## config.mk

```make
export PLATFORM = sky130hd
export DESIGN_NAME = mps_aie_mux_cal
export DESIGN_NICKNAME = d
export VERILOG_FILES = /design/src/rtl/mps_aie_mux_cal.sv
export SDC_FILE = /design/constraint.sdc
export NUM_CORES = 2
export LEC_CHECK = 0
export BUFFER_PORTS_ARGS = -buffer_cell sky130_fd_sc_hd__clkbuf_2
export CORE_MARGIN = 2
export CORE_UTILIZATION = 35
export DETAILED_ROUTE_END_ITERATION = 7
export PLACE_DENSITY = 0.6
export SLEW_MARGIN = 20
export SYNTH_ARGS = -nofsm -noshare
export SYNTH_HDL_FRONTEND = slang
export SYNTH_SLANG_ARGS = --single-unit
```

## constraint.sdc

```tcl
create_clock -name clk -period 45.5 [get_ports clk]
set_input_delay 4.55 -clock clk [delete_from_list [all_inputs] [get_ports clk]]
set_output_delay 4.55 -clock clk [all_outputs]
set_load 0.005 [all_outputs]
```

## src/rtl/mps_aie_mux_cal.sv

```systemverilog
// Time-multiplexed active-interlock envelope calculator: per-channel scaled position/angle,
// symmetric limit check, persistence filter, latched interlocks and first-fault capture.
//
// state | meaning
// IDLE  | waiting for a frame strobe
// RUN   | issuing one channel per cycle into the pipeline
// DRAIN | all channels issued, waiting for the last result
module mps_aie_mux_cal #(
  parameter int NCH  = 4,
  parameter int DW   = 32,
  parameter int FRAC = 14,
  parameter int PW   = 8
) (
  input  logic              clk,
  input  logic              RESET,
  input  logic              start,
  input  logic              cal_enable,
  input  logic              enable,
  input  logic              mode,
  input  logic [DW-1:0]     s_i,
  input  logic [PW-1:0]     persist,
  input  logic              il_clear,
  input  logic [NCH*DW-1:0] x1_bus,
  input  logic [NCH*DW-1:0] x2_bus,
  input  logic [NCH*DW-1:0] lim_bus,
  output logic [NCH*DW-1:0] pos_bus,
  output logic [NCH*DW-1:0] err_bus,
  output logic [NCH-1:0]    pre_il,
  output logic [NCH-1:0]    il,
  output logic              il_any,
  output logic [3:0]        first_fault,
  output logic              ff_valid,
  output logic              datavalid,
  output logic              busy,
  output logic              overrun
);

  localparam int CW  = (NCH > 1) ? $clog2(NCH) : 1;
  localparam int PRW = 2*DW + 1;
  localparam int RW  = PRW + 1;

  typedef enum logic [1:0] {IDLE, RUN, DRAIN} state_t;

  state_t r_state;
  logic [CW-1:0] r_cnt;
  logic r_busy, r_overrun;

  logic signed [DW-1:0] r_x1 [NCH];
  logic signed [DW-1:0] r_x2 [NCH];
  logic [DW-1:0]        r_lim [NCH];
  logic signed [DW-1:0] r_s;
  logic r_mode, r_cal, r_en;
  logic [PW-1:0] r_persist;

  logic                 r_s1_v;
  logic [CW-1:0]        r_s1_ch;
  logic signed [DW:0]   r_s1_diff;
  logic signed [DW-1:0] r_s1_x1;

  logic                  r_s2_v;
  logic [CW-1:0]         r_s2_ch;
  logic signed [PRW-1:0] r_s2_prod;
  logic signed [DW-1:0]  r_s2_x1;

  logic signed [DW-1:0] r_pos [NCH];
  logic signed [DW-1:0] r_err [NCH];
  logic [PW-1:0]        r_pcnt [NCH];
  logic [NCH-1:0]       r_pre, r_il;
  logic                 r_il_any, r_dv, r_ff_valid;
  logic [CW-1:0]        r_ff;

  function automatic logic signed [DW-1:0] sat(input logic signed [RW-1:0] v);
    if (v[RW-1:DW-1] == {(RW-DW+1){v[RW-1]}})
      return v[DW-1:0];
    else if (v[RW-1])
      return {1'b1, {(DW-1){1'b0}}};
    else
      return {1'b0, {(DW-1){1'b1}}};
  endfunction

  // Issue stage: select the channel being issued from the frame snapshot
  logic signed [DW-1:0] w_x1_sel, w_x2_sel;
  logic signed [DW:0]   w_diff;
  assign w_x1_sel = r_x1[r_cnt];
  assign w_x2_sel = r_x2[r_cnt];
  assign w_diff   = {w_x2_sel[DW-1], w_x2_sel} - {w_x1_sel[DW-1], w_x1_sel};

  logic signed [PRW-1:0] w_mul;
  assign w_mul = $signed({{(PRW-DW-1){r_s1_diff[DW]}}, r_s1_diff})
               * $signed({{(PRW-DW){r_s[DW-1]}}, r_s});

  logic signed [RW-1:0] w_prod_ext, w_x1_ext, w_sum, w_res_full;
  logic signed [DW-1:0] w_res, w_err;
  logic signed [RW-1:0] w_res_e, w_lim_e, w_err_full;
  logic [DW-1:0]        w_lim;
  logic                 w_hi, w_lo, w_viol;

  assign w_prod_ext = {r_s2_prod[PRW-1], r_s2_prod};
  assign w_x1_ext   = {{(RW-DW){r_s2_x1[DW-1]}}, r_s2_x1};
  assign w_sum      = r_mode ? w_prod_ext : (w_prod_ext + w_x1_ext);
  assign w_res_full = r_cal ? w_sum : w_x1_ext;
  assign w_res      = sat(w_res_full);

  // Limits are unsigned magnitudes, so compare in a widened signed domain
  assign w_lim      = r_lim[r_s2_ch];
  assign w_res_e    = {{(RW-DW){w_res[DW-1]}}, w_res};
  assign w_lim_e    = {{(RW-DW){1'b0}}, w_lim};
  assign w_hi       = (w_res_e > w_lim_e);
  assign w_lo       = (w_res_e < -w_lim_e);
  assign w_viol     = w_hi | w_lo;
  assign w_err_full = w_hi ? (w_res_e - w_lim_e) : (w_lo ? (w_res_e + w_lim_e) : '0);
  assign w_err      = sat(w_err_full);

  logic [PW-1:0]  w_pcnt_cur, w_pcnt_nxt, w_thr;
  logic           w_trip, w_ff_cap;
  logic [NCH-1:0] w_trip_vec, w_il_nxt;

  assign w_pcnt_cur = r_pcnt[r_s2_ch];
  assign w_pcnt_nxt = (r_en && w_viol) ?
                      ((w_pcnt_cur == {PW{1'b1}}) ? w_pcnt_cur : w_pcnt_cur + PW'(1)) : '0;
  assign w_thr      = (r_persist == '0) ? PW'(1) : r_persist;
  assign w_trip     = r_s2_v && r_en && w_viol && (w_pcnt_nxt >= w_thr);
  assign w_trip_vec = w_trip ? (NCH'(1) << r_s2_ch) : '0;
  assign w_il_nxt   = (r_il & ~{NCH{il_clear}}) | w_trip_vec;
  // A trip in the clear cycle re-arms first-fault with that channel
  assign w_ff_cap   = w_trip && (il_clear || (!r_ff_valid && !r_il[r_s2_ch]));

  always_ff @(posedge clk or posedge RESET) begin
    if (RESET) begin
      r_state   <= IDLE;
      r_cnt     <= '0;
      r_busy    <= 1'b0;
      r_overrun <= 1'b0;
      r_s       <= '0;
      r_mode    <= 1'b0;
      r_cal     <= 1'b0;
      r_en      <= 1'b0;
      r_persist <= '0;
      for (int i = 0; i < NCH; i++) begin
        r_x1[i]  <= '0;
        r_x2[i]  <= '0;
        r_lim[i] <= '0;
      end
    end else begin
      if (start && r_state != IDLE)
        r_overrun <= 1'b1;
      else if (il_clear)
        r_overrun <= 1'b0;
      case (r_state)
        IDLE: if (start) begin
          for (int i = 0; i < NCH; i++) begin
            r_x1[i]  <= x1_bus[i*DW +: DW];
            r_x2[i]  <= x2_bus[i*DW +: DW];
            r_lim[i] <= lim_bus[i*DW +: DW];
          end
          r_s       <= s_i;
          r_mode    <= mode;
          r_cal     <= cal_enable;
          r_en      <= enable;
          r_persist <= persist;
          r_cnt     <= '0;
          r_busy    <= 1'b1;
          r_state   <= RUN;
        end
        RUN: begin
          if (r_cnt == CW'(NCH-1))
            r_state <= DRAIN;
          r_cnt <= r_cnt + CW'(1);
        end
        DRAIN: if (r_dv) begin
          r_state <= IDLE;
          r_busy  <= 1'b0;
        end
        default: r_state <= IDLE;
      endcase
    end
  end

  always_ff @(posedge clk or posedge RESET) begin
    if (RESET) begin
      r_s1_v    <= 1'b0;
      r_s1_ch   <= '0;
      r_s1_diff <= '0;
      r_s1_x1   <= '0;
      r_s2_v    <= 1'b0;
      r_s2_ch   <= '0;
      r_s2_prod <= '0;
      r_s2_x1   <= '0;
    end else begin
      r_s1_v    <= (r_state == RUN);
      r_s1_ch   <= r_cnt;
      r_s1_diff <= w_diff;
      r_s1_x1   <= w_x1_sel;
      r_s2_v    <= r_s1_v;
      r_s2_ch   <= r_s1_ch;
      r_s2_prod <= w_mul >>> FRAC;
      r_s2_x1   <= r_s1_x1;
    end
  end

  always_ff @(posedge clk or posedge RESET) begin
    if (RESET) begin
      for (int i = 0; i < NCH; i++) begin
        r_pos[i]  <= '0;
        r_err[i]  <= '0;
        r_pcnt[i] <= '0;
      end
      r_pre      <= '0;
      r_il       <= '0;
      r_il_any   <= 1'b0;
      r_dv       <= 1'b0;
      r_ff       <= '0;
      r_ff_valid <= 1'b0;
    end else begin
      r_dv <= r_s2_v && (r_s2_ch == CW'(NCH-1));
      if (r_s2_v) begin
        r_pos[r_s2_ch]  <= w_res;
        r_err[r_s2_ch]  <= w_err;
        r_pcnt[r_s2_ch] <= w_pcnt_nxt;
        r_pre[r_s2_ch]  <= r_en && w_viol;
      end
      r_il     <= w_il_nxt;
      r_il_any <= |w_il_nxt;
      if (w_ff_cap) begin
        r_ff       <= r_s2_ch;
        r_ff_valid <= 1'b1;
      end else if (il_clear) begin
        r_ff       <= '0;
        r_ff_valid <= 1'b0;
      end
    end
  end

  for (genvar g = 0; g < NCH; g++) begin : g_out
    assign pos_bus[g*DW +: DW] = r_pos[g];
    assign err_bus[g*DW +: DW] = r_err[g];
  end

  assign pre_il      = r_pre;
  assign il          = r_il;
  assign il_any      = r_il_any;
  assign first_fault = 4'(r_ff);
  assign ff_valid    = r_ff_valid;
  assign datavalid   = r_dv;
  assign busy        = r_busy;
  assign overrun     = r_overrun;

endmodule

```

# --- After elaboration in Yosys (flattened, before gate mapping) ---
# Index checks and enable logic that the tools add are counted.
classes:
  n_eq_ne: 10
  n_reduce_logical: 25
  div: 0
  bitwise_logic: 6
  muxes: 50
  magnitude_cmp: 8
  add_sub_neg: 7
  multipliers: 1
  shifts: 1
ops:
  columns: ["cell", "count"]
  rows:
  - ["32-bit 2-to-1 mux", 11]
  - ["66-bit 2-to-1 mux", 4]
  - ["128-bit bitwise mux", 2]
  - ["32-bit binary-select mux with 2-bit select", 3]
  - ["34-bit == test", 2]
  - ["32-bit by 66-bit less-than comparator with 1-bit output", 1]
  - ["32-bit negator with 66-bit output", 1]
  - ["33-bit by 32-bit multiplier with 65-bit output", 1]
  - ["32-bit demux with 2-bit select", 1]
  - ["51-bit by 32-bit adder with 52-bit output", 1]
  - ["8-bit 2-to-1 mux", 6]
  - ["32-bit by 33-bit adder with 34-bit output", 1]
  - ["32-bit by 33-bit subtractor with 34-bit output", 1]
  - ["32-bit by 33-bit > comparator with 1-bit output", 1]
  - ["32-bit by 32-bit subtractor with 33-bit output", 1]
  - ["32-bit bitwise mux", 1]
  - ["8-bit binary-select mux with 2-bit select", 1]
  - ["8-bit demux with 2-bit select", 1]
  - ["2-bit 2-to-1 mux", 6]
  - ["1-bit logical AND", 10]
  - ["2-bit nonzero test", 5]
  - ["8-bit by 1-bit adder with 8-bit output (second input constant)", 1]
  - ["8-bit == test (second input constant)", 1]
  - ["8-bit >= comparator", 1]
  - ["other kinds (29)", 44]
totals:
  latchBits: 0
  word_cells: 155
  n_memories: 0
  ramBits: 0
  input_bits: 431
  romBits: 0
  out_inout_bits: 273
  regBits: 888

# --- Depth between registers and ports, before layout ---
logic_depth:
  depth_word: 14
  mapped_depth: 46
  ltp_nobuf: 43

# --- Worst setup path before layout ---
# Ideal clock, no wire load.
synth_path:
  path_type: "reg-to-reg"
  startpoint: "reg r_s2_x1[31]"
  endpoint: "reg r_ff[0]"
  synth_period_minus_slack_ps: 9707
  arrival_ps: 9576
  setup_slack_ps: 35793
  setup_time_ps: 131
  path_buffers: 7
  stages_incl_launch_ff: 46
  required_time_ps: 45369
  cell_sequence: "dfrtp_1 -> ha_1 -> clkbuf_1 -> a21o_1 -> a211oi_1 -> o31ai_1 -> a211oi_1 -> o22ai_1 -> nor2_1 -> inv_1 -> buf_2 -> o221ai_1 -> a311oi_1 -> and4_1 -> clkbuf_1 -> clkbuf_1 -> clkbuf_1 -> a311oi_1 -> [10 not listed] -> or4b_4 -> and3_4 -> buf_2 -> nand3_1 -> ha_1 -> nand2b_1 -> a21o_1 -> a21oi_1 -> nor2b_1 -> o21ai_0 -> nand2b_1 -> a21oi_1 -> nor2b_1 -> o21a_1 -> o2111ai_1 -> nor2_1 -> nand2_1 -> o21ai_0"
synth_via:
  elab_chain_len: 13
  elab_cells_between_ends: 17
  classes_between: "add/sub: 1; order compare: 3; eq/ne: 1; mux: 6; bitwise: 1; reduce/logical: 5"
synth_rtl:
  columns: ["item", "line", "rtl"]
  rows:
  - ["start: declaration", "63", "logic signed [DW-1:0] r_s2_x1;"]
  - ["start signal: assignment", "197", "r_s2_x1 <= r_s1_x1;"]
  - ["51-bit by 32-bit adder with 52-bit output", "100", "assign w_sum = r_mode ? w_prod_ext : (w_prod_ext + w_x1_ext);"]
  - ["66-bit 2-to-1 mux", "100", null]
  - ["66-bit 2-to-1 mux (*)", "101", "assign w_res_full = r_cal ? w_sum : w_x1_ext;"]
  - ["34-bit == test or 32-bit 2-to-1 mux (tied branches)", "73, 75", null]
  - ["32-bit 2-to-1 mux (*)", "73", "if (v[RW-1:DW-1] == {(RW-DW+1){v[RW-1]}})"]
  - ["named net w_res[17]", "93", "logic signed [DW-1:0] w_res, w_err;"]
  - ["32-bit by 66-bit less-than comparator with 1-bit output or 32-bit by 33-bit > comparator with 1-bit output (tied branches)", "109, 108", null]
  - ["1-bit bitwise OR (*)", "110", "assign w_viol = w_hi | w_lo;"]
  - ["1-bit logical AND", "119", "assign w_pcnt_nxt = (r_en && w_viol) ?"]
  - ["8-bit 2-to-1 mux", "119", null]
  - ["8-bit >= comparator", "122", "assign w_trip = r_s2_v && r_en && w_viol && (w_pcnt_nxt >= w_thr);"]
  - ["1-bit logical AND (*)", "122", null]
  - ["1-bit logical AND (*)", "126", "assign w_ff_cap = w_trip && (il_clear || (!r_ff_valid && !r_il[r_s2_ch]));"]
  - ["2-bit 2-to-1 mux or 2-bit nonzero test (tied branches)", null, null]
  - ["end signal: assignment", "225", "r_ff <= r_s2_ch;"]
  - ["end: declaration", "70", "logic [CW-1:0] r_ff;"]
# Mark *: on every way through the listed nets, which the timed path passes. The rest lies on a longest branch.
# A chain may end at the register's enable or synchronous reset.

# --- Worst setup path after layout ---
layout_path:
  startpoint: "reg r_s2_prod[8]"
  endpoint: "reg r_ff[1]"
layout_via:
  elab_chain_len: 13
  elab_cells_between_ends: 17
  classes_between: "add/sub: 1; order compare: 3; eq/ne: 1; mux: 6; bitwise: 1; reduce/logical: 5"
layout_rtl:
  columns: ["item", "line", "rtl"]
  rows:
  - ["start: declaration", "62", "logic signed [PRW-1:0] r_s2_prod;"]
  - ["start signal: assignment", "196", "r_s2_prod <= w_mul >>> FRAC;"]
  - ["51-bit by 32-bit adder with 52-bit output (*)", "100", null]
  - ["66-bit 2-to-1 mux (*)", "100", null]
  - ["66-bit 2-to-1 mux (*)", "101", null]
  - ["34-bit == test or 32-bit 2-to-1 mux (tied branches)", "73, 75", null]
  - ["32-bit 2-to-1 mux (*)", "73", null]
  - ["named net w_res[3]", "93", null]
  - ["32-bit by 66-bit less-than comparator with 1-bit output or 32-bit by 33-bit > comparator with 1-bit output (tied branches)", "109, 108", null]
  - ["1-bit bitwise OR (*)", "110", null]
  - ["1-bit logical AND", "119", null]
  - ["8-bit 2-to-1 mux", "119", null]
  - ["8-bit >= comparator", "122", null]
  - ["1-bit logical AND (*)", "122", null]
  - ["1-bit logical AND (*)", "126", null]
  - ["2-bit 2-to-1 mux or 2-bit nonzero test (tied branches)", null, null]
# Marked as above.

==> out/results.tsv <==
metric	value	unit
synth_cells	9082	
drv_slew	0	
viasPerCell	5.15	
ys_types	101	
slew_headroom	15.9	%
start_util	35.1	%
core	235000	sq um
route.detailed.drc	0	
cap_violations	0	
cts_tree	done	
dp_hpwl	216000	microns
r2r-start	r_s2_prod[8]$_DFF_PP0_	
yosysTopAreaCell	fa_1	
die_area	239000	sq um
yosysWarnings	0	
die_y	489	microns
io_pins	704	
synth_flop_cell	dfrtp_1	
ys_seq_area_share	27.0	%
synth-seq-cells	888	
grt_max_degree	200	
setup_ws	33.23	ns
clock_latency	0.79	ns
grt_use_met3	4.25	%
syn_area_per_cell	9.07	sq um
cts_setup_buffers	0	
grt_use_total	23.1	%
crit_slowest_cell	a2111oi_0	
wl_per_cell	21.5	microns
r2r_slack	33.23	ns
clock-sinks	888	
syn2layout_area_growth	12.3	%
max_freq	81.5	MHz
max_stage_delay	1.04	ns
num-nets-final	11400	
endpoint	r_ff[1]$_DFFE_PP0P_	
io_buffers	701	
h-tree-depth	3	
rr_endpoint	r_ff[1]$_DFFE_PP0P_	
cp_max_fo	40	
status	complete, no violations	
grt_antenna_before_repair	37	
fin_skew	0.0726	ns
grt_pass1_wl	422000	microns
std_cell_rows	178	
grt_pass1_vias	68800	
layout_commonest_cell	nand2_1	
ys_async_sr_fraction	100	%
use_met2	38.1	%
arrival	12.91	ns
r2r_cells	42	
place_ws	33.43	ns
synth.cell_area	82300	sq um
chipWidth	489	microns
critical_path_class	reg2reg	
fin_crit_sh	27.0	%
vias	65600	
critPathLaunchType	flip-flop	
hold_class	reg2reg	
cp.required	46.14	ns
report.final.hold_viol_count	0	
fin_crit	12.27	ns
clockBufferDepth	3	
rsz0062_at_grt	false	
dr.pass1.iters	5	
finalSetupViolCount	0	
synth_edf_count	0	
cts_hold_buf	0	
synth_area_leaders	fa_1, dfrtp_1, nand2_1	
drive_gt1_share	12.6	%
place.gp.congestion	0.958	
fin_tns_setup	0	ns
yosysTopAreaCellShare	27.1	%
crit_start	r_s2_prod[8]$_DFF_PP0_	
mostFrequentLayoutCells	nand2_1, inv_1, fa_1	
tightest_slew	1.26	ns
cts_made_buffers	103	
grt_remaining_overflow	0	
cts_resized	0	
grt_util_met1	30.0	%
wirelength	275000	microns
first_iter_violations	4504	
ant_nets	0	
min_from	r_s1_ch[1]$_DFF_PP0_	
top_usage_layer	met2	
clk_pin_slew	0.06	ns
endpoint_kind	flip-flop	
root_buffer	clkbuf_16	
==> per-layer routing <==
layer	vias up	wire, microns
met1	33500	114000
li1	29300	-
met2	2290	130000
met3	497	19000
met5	-	82
met4	12	11800
==> critical path: cells and delay by family, from the launching register on <==
kind            cells  cell delay (ns)
compound gates     25             7.19
simple gates       12             2.67
fa+ha+maj           3             1.12
buf+inv             2             0.74
flops               1             0.38
==> metrics by stage <==
| stage | cells | hold WS (ns) | util [%] | instance area [sq um] |
|---|---|---|---|---|
| 2_1_floorplan | 9083 | 0.331 | - | 82300 |
| 3_3_place_gp | 12500 | 0.333 | 37.9 | 88800 |
| 3_5_place_dp | 12500 | 0.336 | 37.9 | 88800 |
| 4_1_cts | 12700 | 0.350 | 39.4 | 92400 |
| 5_1_grt | 12700 | 0.358 | 39.4 | 92500 |
| 6_report | 12700 | 0.347 | 39.4 | 92500 |
==> synth_stat cells, types with 11 or more instances <==
cell type  number
nand2_1      2449
inv_1        1342
fa_1         1115
dfrtp_1       888
clkbuf_1      428
ha_1          394
o21ai_0       373
nor2_1        274
a21oi_1       263
and2_1        253
xnor2_1       131
a211oi_1       96
mux4_2         91
a21o_1         64
nand2b_1       63
nand3_1        61
buf_1          50
nor3_1         50
xor2_1         42
nor2b_1        41
nand4_1        38
a31oi_1        34
o21a_1         33
or3_1          28
o211ai_1       27
o31ai_1        26
o21bai_1       25
o22ai_1        25
a22oi_1        22
and3_1         22
a311oi_1       20
nor4_1         19
o2111ai_1      18
or2_2          18
buf_2          14
mux4_1         14
o221ai_1       14
a22o_1         12
mux2_2         12
a211o_1        11
==> cell type report <==
| cell class | instances | area, sq um |
|---|---|---|
| Clock buffer | 141 | 2910 |
| Inverter | 1345 | 5060 |
| Antenna cell | 16 | 40.0 |
| Fill cell | 23400 | 142000 |
| Tap cell | 3150 | 3940 |
| Timing Repair Buffer | 809 | 4390 |
| Multi-Input combinational cell | 6350 | 53200 |
| Sequential cell | 888 | 22300 |
| Clock inverter | 48 | 664 |
==> sequential cells by signal, indices dropped and copies added (netlist names), 32 cells and up <==
register,cells
r_x2,128
err_bus,128
r_lim,128
r_x1,128
r_s1_diff,33
r_s1_x1,32
r_s,32
r_pcnt,32
r_s2_prod,51
r_s2_x1,32
pos_bus,128
==> worst min path at each step <==
stage,to,cells after the start
3_5_place_dp,r_s2_ch[1]$_DFF_PP0_,0
6_report,r_s2_ch[1]$_DFF_PP0_,0
3_3_place_gp,r_s2_ch[1]$_DFF_PP0_,0
2_1_floorplan,r_s2_ch[0]$_DFF_PP0_,0
5_1_grt,r_s2_ch[1]$_DFF_PP0_,0
4_1_cts,r_s2_ch[1]$_DFF_PP0_,0
==> logic make-up (layout without fill, tap and decap cells) <==
kind of cell,after synthesis,in the layout,share of synthesized area (%)
AO/OA/AOI/OAI,1181,1181,9.10
XOR/XNOR,173,173,1.84
adder cells (fa/ha/maj),1509,1509,33.1
buffers and inverters,1845,2343,8.52
flip-flops,888,888,27.0
multiplexers,126,126,3.21
other,1,18,0.00455
AND/OR/NAND/NOR,3359,3359,17.2
Power is not shown: default switching activity piles up to over one toggle a cycle in this logic, so the estimate is an artifact.
